**config.mk**
```make
export PLATFORM = sky130hd
export DESIGN_NAME = addr_unpack_fifo_flat
export DESIGN_NICKNAME = d
export VERILOG_FILES = /design/src/rtl/addr_fifo_pkg.sv /design/src/rtl/addr_unpack_fifo_if.sv /design/src/rtl/addr_unpack.sv /design/src/rtl/addr_unpack_fifo.sv /design/src/flat_wrapper.sv
export SDC_FILE = /design/constraint.sdc
export NUM_CORES = 1
export LEC_CHECK = 0
export BUFFER_PORTS_ARGS = -buffer_cell sky130_fd_sc_hd__buf_2
export CORE_MARGIN = 2
export CORE_UTILIZATION = 51
export CTS_CLUSTER_DIAMETER = 40
export DETAILED_ROUTE_END_ITERATION = 10
export PLACE_DENSITY = 0.74
export SLEW_MARGIN = 15
export SYNTH_ARGS = -nofsm -noshare
export SYNTH_HDL_FRONTEND = slang
export SYNTH_SLANG_ARGS = --single-unit
```
**constraint.sdc**
```tcl
create_clock -name clk -period 3.42 [get_ports clk]
set_input_delay 0.342 -clock clk [delete_from_list [all_inputs] [get_ports clk]]
set_output_delay 0.342 -clock clk [all_outputs]
set_load 0.005 [all_outputs]
```
**src/rtl/addr_fifo_pkg.sv**
```systemverilog
// addr_fifo_pkg: push command encodings, entry-need constants and default sizes for the address queue
package addr_fifo_pkg;
  localparam int DEF_DATA_WIDTH = 16;
  localparam int DEF_TAG_WIDTH = 4;
  localparam int DEF_DEPTH = 4;
  localparam logic [1:0] CTL_NOP = 2'b00;
  localparam logic [1:0] CTL_PUSH_LO = 2'b01;
  localparam logic [1:0] CTL_PUSH_HI = 2'b10;
  localparam logic [1:0] CTL_PUSH_PAIR = 2'b11;
  localparam logic [1:0] NEED_NOP = 2'd0;
  localparam logic [1:0] NEED_ONE = 2'd1;
  localparam logic [1:0] NEED_PAIR = 2'd2;
  function automatic logic [1:0] need_of(input logic [1:0] ctl);
    return ctl == CTL_PUSH_PAIR ? NEED_PAIR : ctl == CTL_NOP ? NEED_NOP : NEED_ONE;
  endfunction
endpackage

```
**src/rtl/addr_unpack_fifo_if.sv**
```systemverilog
// addr_unpack_fifo_if: producer/consumer bus of the address queue
interface addr_unpack_fifo_if import addr_fifo_pkg::*; #(
  parameter int DATA_WIDTH = DEF_DATA_WIDTH,
  parameter int DEPTH = DEF_DEPTH
);
  logic [1:0] ctl;
  logic i_pop;
  logic [DATA_WIDTH-1:0] DATA_in;
  logic [DATA_WIDTH-1:0] DATA_out;
  logic o_valid;
  logic o_wait;
  logic [$clog2(DEPTH+1)-1:0] o_count;
  logic o_overflow;
  logic o_underflow;
  modport master(output ctl, i_pop, DATA_in, input DATA_out, o_valid, o_wait, o_count, o_overflow, o_underflow);
  modport slave(input ctl, i_pop, DATA_in, output DATA_out, o_valid, o_wait, o_count, o_overflow, o_underflow);
endinterface

```
**src/rtl/addr_unpack.sv**
```systemverilog
// addr_unpack: splits a tagged word into tag-prefixed LO and HI addresses
module addr_unpack #(
  parameter int DATA_WIDTH = 16,
  parameter int TAG_WIDTH = 4
) (
  input  logic [DATA_WIDTH-1:0] data,
  output logic [DATA_WIDTH-1:0] lo,
  output logic [DATA_WIDTH-1:0] hi
);
  localparam int H = DATA_WIDTH / 2;
  always_comb begin
    lo = '0;
    hi = '0;
    lo[H-1:0] = data[H-1:0];
    hi[H-1:0] = data[DATA_WIDTH-1:H];
    lo[DATA_WIDTH-1:DATA_WIDTH-TAG_WIDTH] = data[DATA_WIDTH-1:DATA_WIDTH-TAG_WIDTH];
    hi[DATA_WIDTH-1:DATA_WIDTH-TAG_WIDTH] = data[DATA_WIDTH-1:DATA_WIDTH-TAG_WIDTH];
  end
endmodule

```
**src/rtl/addr_unpack_fifo.sv**
```systemverilog
// addr_unpack_fifo: circular queue of unpacked addresses with all-or-nothing pushes and sticky error flags
module addr_unpack_fifo import addr_fifo_pkg::*; #(
  parameter int DATA_WIDTH = DEF_DATA_WIDTH,
  parameter int TAG_WIDTH = DEF_TAG_WIDTH,
  parameter int DEPTH = DEF_DEPTH
) (
  input logic clk,
  input logic rst,
  addr_unpack_fifo_if.slave bus
);
  localparam int CW = $clog2(DEPTH + 1);
  localparam int PW = $clog2(DEPTH);
  logic [DATA_WIDTH-1:0] mem [DEPTH];
  logic [PW-1:0] rd_ptr, wr_ptr, wr_nxt;
  logic [CW-1:0] count;
  logic [CW:0] free;
  logic [DATA_WIDTH-1:0] lo, hi;
  logic [1:0] need;
  logic pop_ok, push_ok, ovf, unf;
  function automatic logic [PW-1:0] inc(input logic [PW-1:0] p);
    return p == PW'(DEPTH - 1) ? '0 : p + 1'b1;
  endfunction
  addr_unpack #(.DATA_WIDTH(DATA_WIDTH), .TAG_WIDTH(TAG_WIDTH)) u_unpack (.data(bus.DATA_in), .lo(lo), .hi(hi));
  always_comb begin
    need = need_of(bus.ctl);
    pop_ok = bus.i_pop && count != '0;
    free = (CW+1)'(DEPTH) - {1'b0, count} + (CW+1)'(pop_ok);
    push_ok = need != NEED_NOP && (CW+1)'(need) <= free;
    wr_nxt = inc(wr_ptr);
  end
  always_ff @(posedge clk or posedge rst) begin
    if (rst) begin
      rd_ptr <= '0;
      wr_ptr <= '0;
      count <= '0;
      ovf <= 1'b0;
      unf <= 1'b0;
    end else begin
      if (pop_ok) rd_ptr <= inc(rd_ptr);
      if (push_ok) wr_ptr <= need == NEED_PAIR ? inc(wr_nxt) : wr_nxt;
      count <= count + CW'(push_ok ? need : NEED_NOP) - CW'(pop_ok);
      if (need != NEED_NOP && !push_ok) ovf <= 1'b1;
      if (bus.i_pop && count == '0) unf <= 1'b1;
    end
  end
  // Storage is not reset; validity is tracked entirely by count.
  always_ff @(posedge clk) begin
    if (push_ok) mem[wr_ptr] <= bus.ctl == CTL_PUSH_HI ? hi : lo;
    if (push_ok && need == NEED_PAIR) mem[wr_nxt] <= hi;
  end
  assign bus.DATA_out = count != '0 ? mem[rd_ptr] : '0;
  assign bus.o_valid = count != '0;
  assign bus.o_wait = count > CW'(DEPTH - 2);
  assign bus.o_count = count;
  assign bus.o_overflow = ovf;
  assign bus.o_underflow = unf;
endmodule

```
**src/flat_wrapper.sv**
```systemverilog
// flat-port wrapper written by rule: the top's interface ports become plain ports
module addr_unpack_fifo_flat import addr_fifo_pkg::*;
#(
  parameter int DATA_WIDTH = DEF_DATA_WIDTH,
  parameter int TAG_WIDTH = DEF_TAG_WIDTH,
  parameter int DEPTH = DEF_DEPTH
)
  (clk, rst, bus_ctl, bus_i_pop, bus_DATA_in, bus_DATA_out, bus_o_valid, bus_o_wait, bus_o_count, bus_o_overflow, bus_o_underflow);
  addr_unpack_fifo_if #(.DATA_WIDTH(DATA_WIDTH), .DEPTH(DEPTH)) bus_i ();
  input logic clk;
  input logic rst;
  input wire logic [$bits(bus_i.ctl)-1:0] bus_ctl;
  input wire logic [$bits(bus_i.i_pop)-1:0] bus_i_pop;
  input wire logic [$bits(bus_i.DATA_in)-1:0] bus_DATA_in;
  output wire logic [$bits(bus_i.DATA_out)-1:0] bus_DATA_out;
  output wire logic [$bits(bus_i.o_valid)-1:0] bus_o_valid;
  output wire logic [$bits(bus_i.o_wait)-1:0] bus_o_wait;
  output wire logic [$bits(bus_i.o_count)-1:0] bus_o_count;
  output wire logic [$bits(bus_i.o_overflow)-1:0] bus_o_overflow;
  output wire logic [$bits(bus_i.o_underflow)-1:0] bus_o_underflow;
  assign bus_i.ctl = bus_ctl;
  assign bus_i.i_pop = bus_i_pop;
  assign bus_i.DATA_in = bus_DATA_in;
  assign bus_DATA_out = bus_i.DATA_out;
  assign bus_o_valid = bus_i.o_valid;
  assign bus_o_wait = bus_i.o_wait;
  assign bus_o_count = bus_i.o_count;
  assign bus_o_overflow = bus_i.o_overflow;
  assign bus_o_underflow = bus_i.o_underflow;
  addr_unpack_fifo #(.DATA_WIDTH(DATA_WIDTH), .TAG_WIDTH(TAG_WIDTH), .DEPTH(DEPTH)) u_core (.clk(clk), .rst(rst), .bus(bus_i));
endmodule
```
==> results of run 1 <==
-- Yosys cell counts, types with 2 or more instances --
cell type / instances / area share, %
edfxtp_1: 48 / 47
mux2_2: 29 / 11
ha_1: 19 / 7.7
inv_1: 15 / 1.8
and2_1: 12 / 2.4
mux4_2: 12 / 8.8
nor2_1: 11 / 1.3
dfrtp_1: 9 / 7.3
nand2_1: 7 / 0.85
a21oi_1: 5 / 0.81
buf_4: 5 / 1.2
a21oi_4: 4 / 2.1
mux2_1: 4 / 1.5
clkbuf_1: 3 / 0.37
a21o_1: 2 / 0.49
nor3_1: 2 / 0.33
o21bai_1: 2 / 0.49
xor2_1: 2 / 0.57
-- cells by family after synthesis --
kind of cell               Yosys count  share of synthesized area [%]
xor gates and xnor gates             3                         0.8535
DFF                                 57                          54.12
adders and majority gates           20                          8.371
buffers and inverters               25                          3.697
other                                1                         0.1218
muxes                               46                          21.17
and+or+nand+nor                     38                          6.624
AOI/OAI and AO/OA                   15                          5.038
-- layer usage --
metal / track usage, % / wire (µm)
met2: 28.52 / 2729
met1: 23.04 / 2323
met3: 3.626 / 288
met5: 0 / 0
met4: 7.000 / 73
-- path summary, 6_finish.rpt --
| check | start | end | slack (ns) | cells past startpoint |
|---|---|---|---|---|
| min in group asynchronous | rst | u_core.bus.o_overflow | 0.52 | 3 |
| hold reg to reg | u_core.bus.o_underflow | u_core.bus.o_underflow | 0.47 | 1 |
| setup reg to reg | u_core.bus.o_count[1] | u_core.bus.o_count[2] | 0.18 | 14 |
| setup / recovery | u_core.bus.o_count[1] | u_core.bus.o_count[2] | 0.18 | 14 |
| hold / removal | bus_DATA_in[14] | u_core.mem[3][10] | 0.28 | 1 |
| max in group asynchronous | rst | u_core.bus.o_underflow | 2.63 | 3 |
-- state kept, by name, indices dropped and copies added (netlist names) --
name,cells
u_core.rd_ptr,2
u_core.bus.o_overflow,1
u_core.bus.o_underflow,1
u_core.bus.o_count,3
u_core.mem,48
u_core.wr_ptr,2
-- power by group --
group / switching (mW) / leakage (nW) / internal, mW
logic: 0.626 / 0.828 / 0.737
registers: 0.163 / 0.548 / 1.07
clock network: 0.258 / 0.108 / 0.406
-- final cells by class --
type	count	share of cell area, %
sequential	57	45.20
multi-input combinational	126	36.41
timing repair buffer	55	8.619
clock buffer	10	3.461
tap	75	2.545
clock inverter	6	2.240
inverter	15	1.527
-- timing repair --
action	in CTS	in global routing
endpoints found under the setup margin	0	30
hold buffers	1	0
buffers inserted	0	7
endpoints found under the hold margin	9	0
resized for setup	0	5
-- through the flow --
step	hold slack (ns)	cell area (µm²)	setup slack (ns)
floorplan	0.1699	3098	0.001803
global placement	0.3244	3390	0.1622
detailed placement	0.3319	3390	0.09026
CTS	0.2574	3610	0.07054
global route	0.2945	3687	0.0007445
finish	0.2815	3687	0.1792
==> results.json, run 1 <==
{
  "io_buffer_count": 39,
  "startpoint_type": "flop",
  "synth-edff-count": 48,
  "clockBufferDepth": 2,
  "first_iter_violations": 108,
  "yosys.cell_types.count": 32,
  "final_nets": 305,
  "power.leakage_nw": 1.484,
  "yosysWarnings": 0,
  "p_total_mw": 3.258,
  "required_ns": 3.64,
  "fillCellCount": 451,
  "status": "finished clean",
  "path_clk_slew_ns": 0.06,
  "wl_um": 5415,
  "cp_top_family": "adder cells",
  "holdCritPathClass": "primary input to flop",
  "ir_drop_mv": 0.3881,
  "cp_max_fo": 5,
  "antenna_found_initial": 0,
  "layout.area.seq_mm2": 0.001667,
  "clk_latency_ns": 0.33,
  "maxCapViolations": 0,
  "n_antenna_cell": 0,
  "syn_avg_cell_area_um2": 15.02,
  "crit_slowest_cell": "dfrtp_1",
  "finalSetupViolations": 0,
  "cts.sinks": 57,
  "via_count": 1778,
  "path_cells": "or3_4, nand2_4, ha_2, inv_1, ha_1, inv_1, ha_1, nor2b_2, o221ai_4, nand3b_1, ha_4, fa_2, xor2_1, xnor2_1",
  "grt_overflow_total": 0,
  "core-area_mm2": 0.005886,
  "seq_area_frac_synth_pct": 54.12,
  "ys_async_sr_fraction_pct": 15.79,
  "final_max_slew_viol_count": 0,
  "cts-htree-levels": 3,
  "layout_common_cells": "48 x edfxtp_1, 39 x buf_2, 29 x mux2_2",
  "syn-instance-count": 205,
  "layout.cells.non_filler": 344,
  "syn-cell-area_mm2": 0.003079,
  "wl_per_cell_um": 15.74,
  "grt_max_degree": 16,
  "grt_pass1_wl_um": 8431,
  "drive_gt1_share_pct": 44.98,
  "area_growth_pct": 19.75,
  "skew_ns": 0.005840,
  "cts_root_buffer": "clkbuf_8",
  "rsz0062_at_grt": "no",
  "tns_ns": 0,
  "fin_util_pct": 62.65,
  "cts_tree": "built",
  "synth-main-ff-cell": "edfxtp_1",
  "die_height_um": 81.70,
  "viasPerCell": 5.169,
  "drc_errors": 0,
  "grt_pass1_vias": 1760,
  "core.rowCount": 28,
  "dp.cells": 320,
  "critPathCaptureType": "flop",
  "period_minus_slack_ns": 3.241,
  "multi_input_area_mm2": 0.001343,
  "dieWidth_um": 81.70,
  "path_buf_inv": 2,
  "power_density_mw_per_mm2": 883.5,
  "layout_worst_path_cycle_share_pct": 94.76,
  "hold_violations": 0,
  "dieArea_mm2": 0.006675,
  "critical_path_class": "flop to flop",
  "gp_congestion": 0.7750,
  "io_pins": 44,
  "tightest_slew_ns": 0.8569,
  "dr.pass1.iters": 6,
  "cts_buffers": 9,
  "start_util_pct": 52.32,
  "final_common_cell": "edfxtp_1",
  "max-slew-margin-rel_pct": 42.87,
  "grt_usage_pct": 17.49,
  "dp_hpwl_um": 3599,
  "antenna_left": 0,
  "cp.arrival_ns": 3.46,
  "max_freq_mhz": 308.6,
  "max_stage_delay_ns": 0.41,
  "synth-seq-cells": 57
}
Note: power is estimated with default switching activity, not from simulation.
==> run 2: changes to the inputs <==
- PLACE_DENSITY: 0.74 -> 0.71
- clock period: 3.42 -> 3.2 ns (I/O delays scaled with it)
==> run 2 against run 1 <==
  * Hold slack worse by 0.021 ns
  * Sequential power is 7% higher
  * Global-route usage is 1.6 points higher
  * Clock power is 11% lower
  * Wire length is 4.0% higher
  * Critical path type unchanged
  * Critical endpoint unchanged
  * Largest cell class unchanged
==> results.json, run 2 (synthesis gave the netlist of run 1 again) <==
{
  "status": "finished clean",
  "grt_overflow_total": 0,
  "final_common_cell": "edfxtp_1",
  "io_buffer_count": 39,
  "drive_gt1_share_pct": 47.37,
  "final_cell_area_mm2": 0.003681,
  "cp_max_fo": 5,
  "core-area_mm2": 0.005886,
  "cts_tree": "built",
  "route.met2.wl_um": 2863,
  "core.rowCount": 28,
  "multi_input_area_mm2": 0.001395,
  "power.leakage_nw": 1.459,
  "grt_pass1_vias": 1750,
  "hold_violations": 0,
  "setup_slack_ns": 0.1361,
  "ir_drop_mv": 0.4422,
  "holdCritPathClass": "primary input to flop",
  "cts_root_buffer": "clkbuf_8",
  "n_antenna_cell": 0,
  "tns_ns": 0,
  "fillCellCount": 450,
  "clockPowerShare_pct": 17.2,
  "layout.cells.non_filler": 341,
  "gp_congestion": 0.7286,
  "dr.pass1.iters": 4,
  "required_ns": 3.42,
  "period_minus_slack_ns": 3.064,
  "power_density_mw_per_mm2": 931.3,
  "layout_common_cells": "48 x edfxtp_1, 39 x buf_2, 29 x mux2_2",
  "critPathCaptureType": "flop",
  "layout_worst_path_cycle_share_pct": 95.75,
  "path_clk_slew_ns": 0.06,
  "dieWidth_um": 81.70,
  "drc_errors": 0,
  "power_frac_seq_pct": 38.3,
  "critical_path_class": "flop to flop",
  "area_growth_pct": 19.54,
  "grt_max_degree": 15,
  "final_nets": 302,
  "wl_met1_um": 2404,
  "topRoutingLayerUsed": "met4",
  "max-slew-margin-rel_pct": 44.69,
  "tightest_slew_ns": 0.8296,
  "dr_wl_met3_um": 257,
  "p_total_mw": 3.428,
  "reg2reg_slack_ns": 0.14,
  "clockBufferDepth": 2,
  "grt_pass1_wl_um": 8963,
  "die_height_um": 81.70,
  "cts_buffers": 9,
  "max_freq_mhz": 326.4,
  "pre_cts_ws_ns": 0.1099,
  "wl_per_cell_um": 16.52,
  "grt_usage_pct": 19.12,
  "io_pins": 44,
  "cts-htree-levels": 3,
  "placed_area_mm2": 0.003462,
  "final_max_slew_viol_count": 0,
  "largest_register_ffs": 48,
  "first_iter_violations": 72,
  "top_register": "u_core.mem",
  "net-switching-power_mw": 1.152,
  "maxCapViolations": 0,
  "cp.arrival_ns": 3.29,
  "antenna_found_initial": 0,
  "pwr-share-comb_pct": 44.5,
  "finalSetupViolations": 0,
  "antenna_left": 0,
  "dp_hpwl_um": 3778,
  "skew_ns": 0.006905,
  "via_count": 1784,
  "layout.area.seq_mm2": 0.001667,
  "dieArea_mm2": 0.006675,
  "start_util_pct": 52.32,
  "p_int_mw": 2.276,
  "clk_latency_ns": 0.33,
  "sw_frac_of_total_pct": 33.60,
  "wl_um": 5634,
  "cts.sinks": 57,
  "startpoint_type": "flop",
  "dp.cells": 322,
  "viasPerCell": 5.232
}
[run 2: changes by cell type in the layout (fill, tap and decap cells not counted), sizes merged]
cell / before / now
clkbuf: 10 / 13
bufinv: 2 / 0
clkinv: 4 / 3
buf: 54 / 51
[run 2: path summary, 6_finish.rpt]
kind,startpoint,endpoint,cells past startpoint
worst min register to register,u_core.bus.o_underflow,u_core.bus.o_underflow,1
max in group asynchronous,rst,u_core.bus.o_count[0],3
min in group asynchronous,rst,u_core.bus.o_underflow,3
worst min-delay path,bus_DATA_in[12],u_core.mem[1][8],1
worst max-delay path,u_core.bus.o_count[1],u_core.bus.o_count[2],14
worst max register to register,u_core.bus.o_count[1],u_core.bus.o_count[2],14
[run 2: per-layer routing]
layer	GRT usage (%)	vias up
met5	0	-
met4	9.500	0
met3	3.626	12
met2	30.74	43
met1	25.00	871
li1	-	858
[run 2: worst max-delay path: stages, from the launching register on]
cell,delay (ns)
dfrtp_1,0.41
or3_4,0.42
nand2_4,0.10
ha_4,0.13
inv_2,0.04
ha_4,0.25
inv_2,0.04
ha_4,0.20
nor2b_4,0.13
o221ai_4,0.15
nand3b_1,0.17
ha_4,0.25
fa_2,0.40
xor2_2,0.16
xnor2_1,0.12
[run 2: power by group through the flow]
stage               clock (mW)  sequential (mW)  combinational, mW
CTS                      0.600             1.32               1.50
global route             0.629             1.35               1.70
finish                   0.588             1.31               1.53
global placement             0             1.33               1.46
floorplan                    0             1.25               1.07
detailed placement           0             1.34               1.50
[run 2: timing repair]
action                     CTS  global route
hold buffers                 1             0
setup endpoints to repair    0             5
hold endpoints to repair     9             0
setup buffers                0             2
gates resized for setup      0             2
[run 2: cell type report]
class | count | share of cell area, %
clock inverter | 3 | 0.4079
inverter | 15 | 1.530
tap | 75 | 2.549
multi-input combinational | 126 | 37.90
clock buffer | 13 | 4.317
sequential | 57 | 45.28
timing repair buffer | 52 | 8.022
[run 2: through the flow]
stage	utilization, %	hold WS [ns]
floorplan	-	0.1479
CTS	61.95	0.2481
global route	62.54	0.2654
global placement	58.82	0.3087
detailed placement	58.82	0.3047
finish	62.54	0.2605
